**config.mk**
```make
export PLATFORM = sky130hd
export DESIGN_NAME = norm_nd
export DESIGN_NICKNAME = d
export VERILOG_FILES = /design/src/rtl/norm_nd.sv
export SDC_FILE = /design/constraint.sdc
export NUM_CORES = 2
export LEC_CHECK = 0
export BUFFER_PORTS_ARGS = -buffer_cell sky130_fd_sc_hd__buf_2
export CAP_MARGIN = 20
export CORE_MARGIN = 2
export CORE_UTILIZATION = 40
export CTS_BUF_LIST = sky130_fd_sc_hd__clkbuf_4
export DETAILED_ROUTE_END_ITERATION = 7
export SKIP_CTS_REPAIR_TIMING = 1
export SLEW_MARGIN = 10
export SYNTH_ARGS = -nofsm -noshare
export SYNTH_HDL_FRONTEND = slang
export SYNTH_SLANG_ARGS = --single-unit
```
**constraint.sdc**
```tcl
create_clock -name clk -period 9.75 [get_ports clk]
set_clock_uncertainty 0.05 [all_clocks]
set_input_delay 1.95 -clock clk [delete_from_list [all_inputs] [get_ports clk]]
set_output_delay 1.95 -clock clk [all_outputs]
set_load 0.03 [all_outputs]
```
**src/rtl/norm_nd.sv**
```systemverilog
// Euclidean norm and normalisation of an N-element fixed-point vector.
// Iterative CORDIC vectoring for the magnitude, restoring division per element.
module norm_nd #(
  parameter int DIMENSIONS    = 5,
  parameter int DATA_WIDTH    = 32,
  parameter int FRAC_BITS     = 20,
  parameter int CORDIC_STAGES = 16,
  parameter int GUARD         = 6
) (
  input  logic                             clk,
  input  logic                             nreset,
  input  logic                             start,
  input  logic                             mode_mag_only,
  input  logic [DIMENSIONS*DATA_WIDTH-1:0] w_in,
  output logic                             busy,
  output logic                             done,
  output logic [DIMENSIONS*DATA_WIDTH-1:0] W_out,
  output logic [DATA_WIDTH-1:0]            norm_out,
  output logic                             zero_vec,
  output logic                             ovf
);

  localparam int N    = DIMENSIONS;
  localparam int DW   = DATA_WIDTH;
  localparam int XW   = DW + GUARD + 2;
  localparam int KF   = FRAC_BITS + GUARD;
  localparam int QW   = FRAC_BITS + 1;
  localparam int RW   = DW + 2;
  localparam int EW   = $clog2(N);
  localparam int SMAX = (CORDIC_STAGES > FRAC_BITS + 1) ? CORDIC_STAGES : FRAC_BITS + 1;
  localparam int SW   = $clog2(SMAX + 1);

  localparam int            KINV_I = $rtoi(0.6072529350 * (2.0 ** KF) + 0.5);
  localparam logic [KF:0]   KINV   = KINV_I[KF:0];
  localparam logic [DW+1:0] NMAX_N = {3'b000, {(DW-1){1'b1}}};
  localparam logic [DW:0]   ONE_A  = {{DW{1'b0}}, 1'b1};
  localparam logic [DW-1:0] ONE_D  = {{(DW-1){1'b0}}, 1'b1};

  typedef enum logic [2:0] {
    S_IDLE = 3'd0,
    S_VEC  = 3'd1,
    S_COMP = 3'd2,
    S_DIV  = 3'd3,
    S_DONE = 3'd4
  } state_t;

  function automatic logic [DW:0] abs_f(input logic [DW-1:0] v);
    if (v[DW-1]) abs_f = {1'b0, ~v} + ONE_A;
    else         abs_f = {1'b0, v};
  endfunction

  state_t                  state_r, state_s;
  logic [SW-1:0]           step_r;
  logic [EW-1:0]           elem_r;
  logic [N*DW-1:0]         w_r, res_r;
  logic                    mag_r, zero_r, ovf_r, neg_r;
  logic [XW-1:0]           acc_r;
  logic signed [XW-1:0]    x_r, y_r;
  logic [RW-1:0]           rem_r;
  logic [QW-2:0]           quo_r;

  logic [DW-1:0]           w_sel_s, norm_s, res_elem_s;
  logic [SW-1:0]           sh_s;
  logic signed [XW-1:0]    x_sh_s, y_sh_s;
  logic [XW+KF-1:0]        prod_s;
  logic [XW-1:0]           acc_raw_s, acc_new_s;
  logic                    clamp_s, norm_zero_s, ge_s, done_s, busy_s;
  logic [RW-1:0]           den_s, t_s, rem_nxt_s;
  logic [QW-1:0]           q_s;
  logic                    unused_s;

  // Shared datapath: CORDIC shifts, 1/K scaling with saturation, division step.
  always_comb begin
    w_sel_s   = w_r[elem_r*DW +: DW];
    sh_s      = step_r - SW'(1);
    x_sh_s    = x_r >>> sh_s;
    y_sh_s    = y_r >>> sh_s;
    prod_s    = {{KF{1'b0}}, x_r} * {{(XW-1){1'b0}}, KINV};
    acc_raw_s = prod_s[KF +: XW];
    clamp_s   = acc_raw_s[XW-1:GUARD] > NMAX_N;
    if (clamp_s) acc_new_s = {NMAX_N, {GUARD{1'b0}}};
    else         acc_new_s = acc_raw_s;
    norm_zero_s = (acc_new_s[XW-1:GUARD] == {(DW+2){1'b0}});
    norm_s    = acc_r[GUARD +: DW];
    den_s     = {2'b00, norm_s};
    if (step_r == SW'(1)) t_s = rem_r;
    else                  t_s = {rem_r[RW-2:0], 1'b0};
    ge_s      = (t_s >= den_s);
    if (ge_s) rem_nxt_s = t_s - den_s;
    else      rem_nxt_s = t_s;
    q_s       = {quo_r, ge_s};
    if (neg_r) res_elem_s = ~{{(DW-QW){1'b0}}, q_s} + ONE_D;
    else       res_elem_s = {{(DW-QW){1'b0}}, q_s};
    unused_s  = ^prod_s[KF-1:0];
  end

  // State register.
  always_ff @(posedge clk) begin
    if (!nreset) state_r <= S_IDLE;
    else         state_r <= state_s;
  end

  // Next-state logic.
  always_comb begin
    state_s = state_r;
    case (state_r)
      S_IDLE: begin
        if (start) state_s = S_VEC;
        else       state_s = S_IDLE;
      end
      S_VEC: begin
        if (step_r == SW'(CORDIC_STAGES)) state_s = S_COMP;
        else                              state_s = S_VEC;
      end
      S_COMP: begin
        if (elem_r != EW'(N-1))                    state_s = S_VEC;
        else if (mag_r || zero_r || norm_zero_s)   state_s = S_DONE;
        else                                       state_s = S_DIV;
      end
      S_DIV: begin
        if (step_r == SW'(FRAC_BITS+1) && elem_r == EW'(N-1)) state_s = S_DONE;
        else                                                  state_s = S_DIV;
      end
      S_DONE:  state_s = S_IDLE;
      default: state_s = S_IDLE;
    endcase
  end

  // Output decode, registered below so busy and done change on the same edge.
  always_comb begin
    done_s = 1'b0;
    busy_s = 1'b1;
    case (state_r)
      S_IDLE:  busy_s = start;
      S_DONE: begin
        done_s = 1'b1;
        busy_s = 1'b0;
      end
      default: busy_s = 1'b1;
    endcase
  end

  // Result registers: only the done edge publishes new values.
  always_ff @(posedge clk) begin
    if (!nreset) begin
      busy     <= 1'b0;
      done     <= 1'b0;
      W_out    <= '0;
      norm_out <= '0;
      zero_vec <= 1'b0;
      ovf      <= 1'b0;
    end else begin
      busy <= busy_s;
      done <= done_s;
      if (done_s) begin
        if (mag_r) W_out <= {{((N-1)*DW){1'b0}}, norm_s};
        else       W_out <= res_r;
        norm_out <= norm_s;
        zero_vec <= zero_r;
        ovf      <= ovf_r;
      end else begin
        W_out    <= W_out;
        norm_out <= norm_out;
        zero_vec <= zero_vec;
        ovf      <= ovf;
      end
    end
  end

  // Operand latch, CORDIC iterations, accumulator update and division steps.
  always_ff @(posedge clk) begin
    if (!nreset) begin
      step_r <= '0;
      elem_r <= '0;
      w_r    <= '0;
      res_r  <= '0;
      mag_r  <= 1'b0;
      zero_r <= 1'b0;
      ovf_r  <= 1'b0;
      neg_r  <= 1'b0;
      acc_r  <= '0;
      x_r    <= '0;
      y_r    <= '0;
      rem_r  <= '0;
      quo_r  <= '0;
    end else begin
      case (state_r)
        S_IDLE: begin
          if (start) begin
            w_r    <= w_in;
            mag_r  <= mode_mag_only;
            zero_r <= (w_in == {(N*DW){1'b0}});
            acc_r  <= {1'b0, abs_f(w_in[DW-1:0]), {GUARD{1'b0}}};
            ovf_r  <= 1'b0;
            res_r  <= '0;
            elem_r <= EW'(1);
            step_r <= '0;
          end
        end
        S_VEC: begin
          // acc is a magnitude, so x starts non-negative without a pre-rotation swap.
          if (step_r == '0) begin
            x_r <= acc_r;
            y_r <= {{2{w_sel_s[DW-1]}}, w_sel_s, {GUARD{1'b0}}};
          end else if (y_r[XW-1]) begin
            x_r <= x_r - y_sh_s;
            y_r <= y_r + x_sh_s;
          end else begin
            x_r <= x_r + y_sh_s;
            y_r <= y_r - x_sh_s;
          end
          if (step_r == SW'(CORDIC_STAGES)) step_r <= '0;
          else                              step_r <= step_r + SW'(1);
        end
        S_COMP: begin
          // Saturating each partial norm keeps x/y inside XW bits for any N.
          acc_r  <= acc_new_s;
          ovf_r  <= ovf_r | clamp_s;
          step_r <= '0;
          if (elem_r == EW'(N-1)) elem_r <= '0;
          else                    elem_r <= elem_r + EW'(1);
        end
        S_DIV: begin
          if (step_r == '0) begin
            rem_r  <= {1'b0, abs_f(w_sel_s)};
            neg_r  <= w_sel_s[DW-1];
            quo_r  <= '0;
            step_r <= step_r + SW'(1);
          end else if (step_r == SW'(FRAC_BITS+1)) begin
            res_r[elem_r*DW +: DW] <= res_elem_s;
            step_r <= '0;
            if (elem_r != EW'(N-1)) elem_r <= elem_r + EW'(1);
            else                    elem_r <= elem_r;
          end else begin
            rem_r  <= rem_nxt_s;
            quo_r  <= q_s[QW-2:0];
            step_r <= step_r + SW'(1);
          end
        end
        S_DONE:  step_r <= '0;
        default: step_r <= '0;
      endcase
    end
  end

endmodule

```
# ---- After elaboration in Yosys (flattened, before gate mapping)
# Index checks and enable logic that the tools add are counted.
dict set report totals {
  elab_cells 117
  out_inout_bits 196
  regBits 705
}
dict set report classes {
  shift 5
  order_cmp 2
  muxes 43
  n_mul 1
  bitwise 4
  n_addsub 12
  n_reduce_logical 16
  eq_ne 14
}
# operator count
set ops {}
lappend ops {{160-bit 2-to-1 mux} 4}
lappend ops {{160-bit case mux with 2 select lines} 1}
lappend ops {{40-bit 2-to-1 mux} 6}
lappend ops {{160-bit bitwise mux} 1}
lappend ops {{160-bit zero test} 1}
lappend ops {{32-bit by 34-bit variable shift with 160-bit output, first input constant} 1}
lappend ops {{160-bit by 9-bit variable part select with 32-bit output} 1}
lappend ops {{32-bit by 34-bit variable part select with 160-bit output} 1}
lappend ops {{34-bit 2-to-1 mux} 4}
lappend ops {{40-bit adder} 2}
lappend ops {{40-bit case mux with 2 select lines} 1}
lappend ops {{40-bit by 5-bit >>> shifter with 40-bit output} 2}
lappend ops {{40-bit subtractor} 2}
lappend ops {{32-bit by 1-bit adder with 33-bit output, second input constant} 2}
lappend ops {{40-bit by 26-bit multiplier with 66-bit output, second input constant} 1}
lappend ops {{33-bit 2-to-1 mux} 2}
lappend ops {{32-bit inverter} 2}
lappend ops {{20-bit 2-to-1 mux} 2}
lappend ops {{34-bit by 32-bit >= comparator with 1-bit output} 1}
lappend ops {{34-bit by 31-bit greater-than comparator with 1-bit output, second input constant} 1}
lappend ops {{34-bit zero test} 1}
lappend ops {{8-bit negator with 34-bit output} 1}
lappend ops {{34-bit by 32-bit subtractor with 34-bit output} 1}
lappend ops {{32-bit by 1-bit adder with 32-bit output, second input constant} 1}
lappend ops {{other kinds (31)} 55}

# ---- Longest topological paths before layout
dict set report depth {
  depth_word 11
  depth_mapped 36
}

# ---- Least setup slack after synthesis
# No wires, ideal clock.
dict set report synth_path {
  path_kind {register -> register}
  from {register x_r[6]}
  to {register acc_r[2]}
  path_slack_ns 2.124
  required_time_ns 9.572
  path_stages_with_launch 28
  setup_ns 0.128
  t_arrival_ns 7.449
  path_cell_list {dfxtp_1 -> inv_1 -> fa_1 -> fa_1 -> inv_1 -> fa_1 -> inv_1 -> fa_1 -> inv_1 -> fa_1 -> fa_1 -> inv_1 -> fa_1 -> inv_1 -> ha_1 -> a21oi_1 -> o21ai_0 -> a21oi_1 -> o221ai_1 -> a221oi_1 -> o21ai_0 -> a21boi_0 -> mux2_2 -> o21ai_0 -> nor2_1 -> clkbuf_1 -> a22oi_1 -> nor2_1}
}
dict set report synth_via {
  elab_chain_len 4
}
# item line_no
set synth_lines {}
lappend synth_lines {{start: declaration} 58} ;# logic signed [XW-1:0] x_r, y_r;
lappend synth_lines {{start signal: assignment} 203} ;# x_r <= acc_r;
lappend synth_lines {{start signal: assignment} 206} ;# x_r <= x_r - y_sh_s;
lappend synth_lines {{start signal: assignment} 209} ;# x_r <= x_r + y_sh_s;
lappend synth_lines {{40-bit by 26-bit multiplier with 66-bit output (*)} 78} ;# prod_s = {{KF{1'b0}}, x_r} * {{(XW-1){1'b0}}, KINV};
lappend synth_lines {{34-bit by 31-bit greater-than comparator with 1-bit output} 80} ;# clamp_s = acc_raw_s[XW-1:GUARD] > NMAX_N;
lappend synth_lines {{40-bit 2-to-1 mux (*)} 81} ;# if (clamp_s) acc_new_s = {NMAX_N, {GUARD{1'b0}}};
lappend synth_lines {{40-bit case mux with 2 select lines (*)} 187} ;# case (state_r)
lappend synth_lines {{end signal: assignment} 193} ;# acc_r <= {1'b0, abs_f(w_in[DW-1:0]), {GUARD{1'b0}}};
lappend synth_lines {{end signal: assignment} 217} ;# acc_r <= acc_new_s;
lappend synth_lines {{end: declaration} 57} ;# logic [XW-1:0] acc_r;
# Mark *: on every way between the ends. The rest lies on a longest branch, timed or not.
# A chain may end at the register's enable or synchronous reset.

# ---- Final worst setup path
dict set report layout_path {
  from {register x_r[12]}
  to {register state_r[1]}
}
dict set report layout_via {
  elab_chain_len 8
}
# item line_no
set layout_lines {}
lappend layout_lines {{40-bit by 26-bit multiplier with 66-bit output (*)} 78}
lappend layout_lines {{34-bit by 31-bit greater-than comparator with 1-bit output} 80}
lappend layout_lines {{40-bit 2-to-1 mux (*)} 81}
lappend layout_lines {{34-bit zero test (*)} 83} ;# norm_zero_s = (acc_new_s[XW-1:GUARD] == {(DW+2){1'b0}});
lappend layout_lines {{1-bit logical OR (*)} 117} ;# else if (mag_r || zero_r || norm_zero_s) state_s = S_DONE;
lappend layout_lines {{3-bit 2-to-1 mux (*)} 117}
lappend layout_lines {{3-bit 2-to-1 mux (*)} 116} ;# if (elem_r != EW'(N-1)) state_s = S_VEC;
lappend layout_lines {{3-bit case mux with 4 select lines (*)} 106} ;# case (state_r)
lappend layout_lines {{end signal: assignment} 100} ;# else state_r <= state_s;
lappend layout_lines {{end: declaration} 52} ;# state_t state_r, state_s;
# Marked as above.

==> flow_summary.ini <==
[die]
die-area_um2 = 158000
rows = 144
die_x_um = 398
start_util_pct = 40.3
io_pins = 360
core_um2 = 154000
die_height_um = 398

[synthesis]
synthFlopType = dfxtp_1
synth.distinct_cells = 93
synth_nets = 8236
synth_seq_cells = 705
yosysTopAreaCell = dfxtp_1
yosysWarnings = 0
synth_edf_count = 0
seq_area_frac_synth_pct = 22.7
yosysTopAreaCellShare_pct = 22.7
synth.avg_cell_area_um2 = 8.78
synthCells = 7067
synth_top_cells_by_area = dfxtp_1 23%, fa_1 18%, ha_1 9.2%
syn-cell-area_um2 = 62100
async_flop_share_pct = 0

[sta]
fmax_mhz = 106
worstMarginPinSlew_ns = 1.30
hold_viol = 0
holdWs_ns = 0.401
rsz0062_at_grt = false
slew_headroom_pct = 13.5
final-max-slew-violation-count = 0
setup_viol = 0
post-route-period-util_pct = 96.6
finalCriticalPeriod_ns = 9.42
setup_tns_ns = 0

[setup_path]
crit_type = reg2reg
arrival_ns = 10.39
required_ns = 10.73
cp-start-kind = register
critPathCaptureType = register
reg2reg_slack_ns = 0.33
worstPathMaxFanout = 12

[clock_network]
cts_made_buffers = 186
cts-root-buf = clkbuf_4
htreeDepth = 4
clkLatencyLatePin_ns = 1.22
cts_tree = yes
cts.sinks = 705
cts_buffer_depth = 3
clk_pin_slew_ns = 0.07

[min_path]
hold_class = reg2reg

[routing]
wl_mm = 241
drtAntennaViolNets = 0
wl_per_cell_um = 25.1
dr.first_iter.drc_count = 6181
firstDrtPassIters = 8
vias_per_cell = 5.82
vias = 55700
drcViolationCount = 0

[final_layout]
synthToLayoutAreaGrowth_pct = 10.4
drive_above_1_share_pct = 14.2
nNetsFinal = 8546
n_fill_cell = 15500

[global_route]
met1_usage_pct = 41.6
grt_usage_pct = 29.9
grt_pass1_vias = 53500
busiest_layer = met2
grt_max_degree = 200
grt_util_met2_pct = 45.6
grt-ovfl-total = 0
antenna_found_initial = 44
grt_pass1_wl_mm = 354
met3_usage_pct = 6.22

[pwr]
vdd_ir_drop_max_v = 0.000692
leakage_nw = 30.6
powerDensity_nw_per_um2 = 364

[place]
port_buffers = 359
hpwl_mm = 191
place_congestion = 1.02

[run_status]
status = finished clean

[run]
maxCapViolCount = 0
cells in the final DEF, fill, tap and decap left out, types with 53 or more instances in the layout:
cell type  instances
dfxtp_1          700
clkbuf_4         270
o21ai_0          241
mux2i_1           94
xor2_1           103
nand4_1           53
a22oi_1          110
buf_4            131
xnor2_1          170
inv_1            880
nor3_1            91
ha_1             455
a21oi_1          639
a22o_1           139
nand3_1          111
a211oi_1          96
a21o_1            97
buf_2            358
mux2_2            78
nand2_1          788
a31oi_1           60
fa_1             549
mux4_2           130
nor2_1           446
final timing paths:
kind              cells past startpoint                 startpoint                   endpoint
setup / recovery                     25       x_r[12]$_SDFFE_PN0P_      state_r[1]$_SDFF_PN0_
hold / removal                        2  norm_out[21]$_SDFFE_PN0P_  norm_out[21]$_SDFFE_PN0P_
setup reg to reg                     25       x_r[12]$_SDFFE_PN0P_      state_r[1]$_SDFF_PN0_
hold reg to reg                       2  norm_out[21]$_SDFFE_PN0P_  norm_out[21]$_SDFFE_PN0P_
Yosys cell counts, drive strengths merged (130+ instances only):
cell,number
a21oi,640
a22o,139
clkbuf,291
dfxtp,705
fa,549
ha,456
inv,883
mux4,130
nand2,793
nor2,450
o21ai,247
xnor2,173
worst max-delay path, stage by stage (launching register included):
cell,delay (ns)
dfxtp_1,0.70
inv_1,0.37
fa_1,0.53
fa_1,0.53
inv_1,0.06
fa_1,0.48
fa_1,0.56
fa_1,0.43
fa_1,0.49
inv_1,0.05
fa_1,0.48
inv_1,0.04
ha_1,0.38
a21oi_2,0.50
o21ai_0,0.25
or2_2,0.39
o22ai_1,0.65
or2_2,0.30
o41ai_1,0.11
xnor2_1,0.39
nand4b_1,0.17
nor4b_1,0.54
nand4b_1,0.16
nor4b_1,0.32
buf_4,0.22
o22ai_1,0.09
kinds of logic (layout without fill, tap and decap cells):
family	Yosys count	in the layout	synth area share, %
and+or+nand+nor	1804	1804	13.1
DFF	705	705	22.7
AOI/OAI and AO/OA	1714	1714	17.7
other	0	26	0
buffers and inverters	1257	1700	7.91
adders and majority gates	1005	1005	26.9
muxes	305	305	7.71
xor gates and xnor gates	277	277	3.92
report_power, final:
group	switching (mW)	internal, mW	total [mW]
clock	1.37	1.34	2.70
sequential	0.150	2.96	3.11
combinational	12.6	6.50	19.1
total	14.2	10.8	25.0
routing by layer:
metal  part of all wire [%]  up-vias  routed length (µm)
met2                     44     2740              106000
met1                     43    27400              104000
li1                       -    25100                   -
met3                    9.2      430               22100
met4                    3.8       14                9250
met5                  0.036        -                  87
area by class of cell:
class,count,area (µm²),area share [%]
Multi-Input combinational cell,5105,43200,63.0
Clock buffer,270,2030,2.96
Tap cell,2044,2560,3.73
Timing Repair Buffer,495,2890,4.22
Antenna cell,26,65.1,0.0950
Inverter,884,3330,4.85
Sequential cell,705,14100,20.6
Clock inverter,51,345,0.504
state kept, by name, summed over array words and instances, names as in the netlist, 20 cells and up:
name	flops
y_r	40
res_r	160
w_r	160
quo_r	20
rem_r	34
W_out	160
x_r	40
acc_r	40
norm_out	32
stage by stage:
| stage | setup WS, ns | total power, mW | std cells | area (µm²) | util, % |
|---|---|---|---|---|---|
| 2_1_floorplan | 2.12 | 15.4 | 7067 | 62100 | - |
| 3_3_place_gp | 0.533 | 21.9 | 9227 | 66000 | 42.8 |
| 3_5_place_dp | 0.519 | 21.8 | 9229 | 66000 | 42.9 |
| 4_1_cts | 0.401 | 24.7 | 9550 | 68400 | 44.4 |
| 5_1_grt | 0.0386 | 26.9 | 9567 | 68500 | 44.5 |
| 6_report | 0.331 | 25.0 | 9580 | 68500 | 44.5 |
Power figures use the tool's default switching activity.
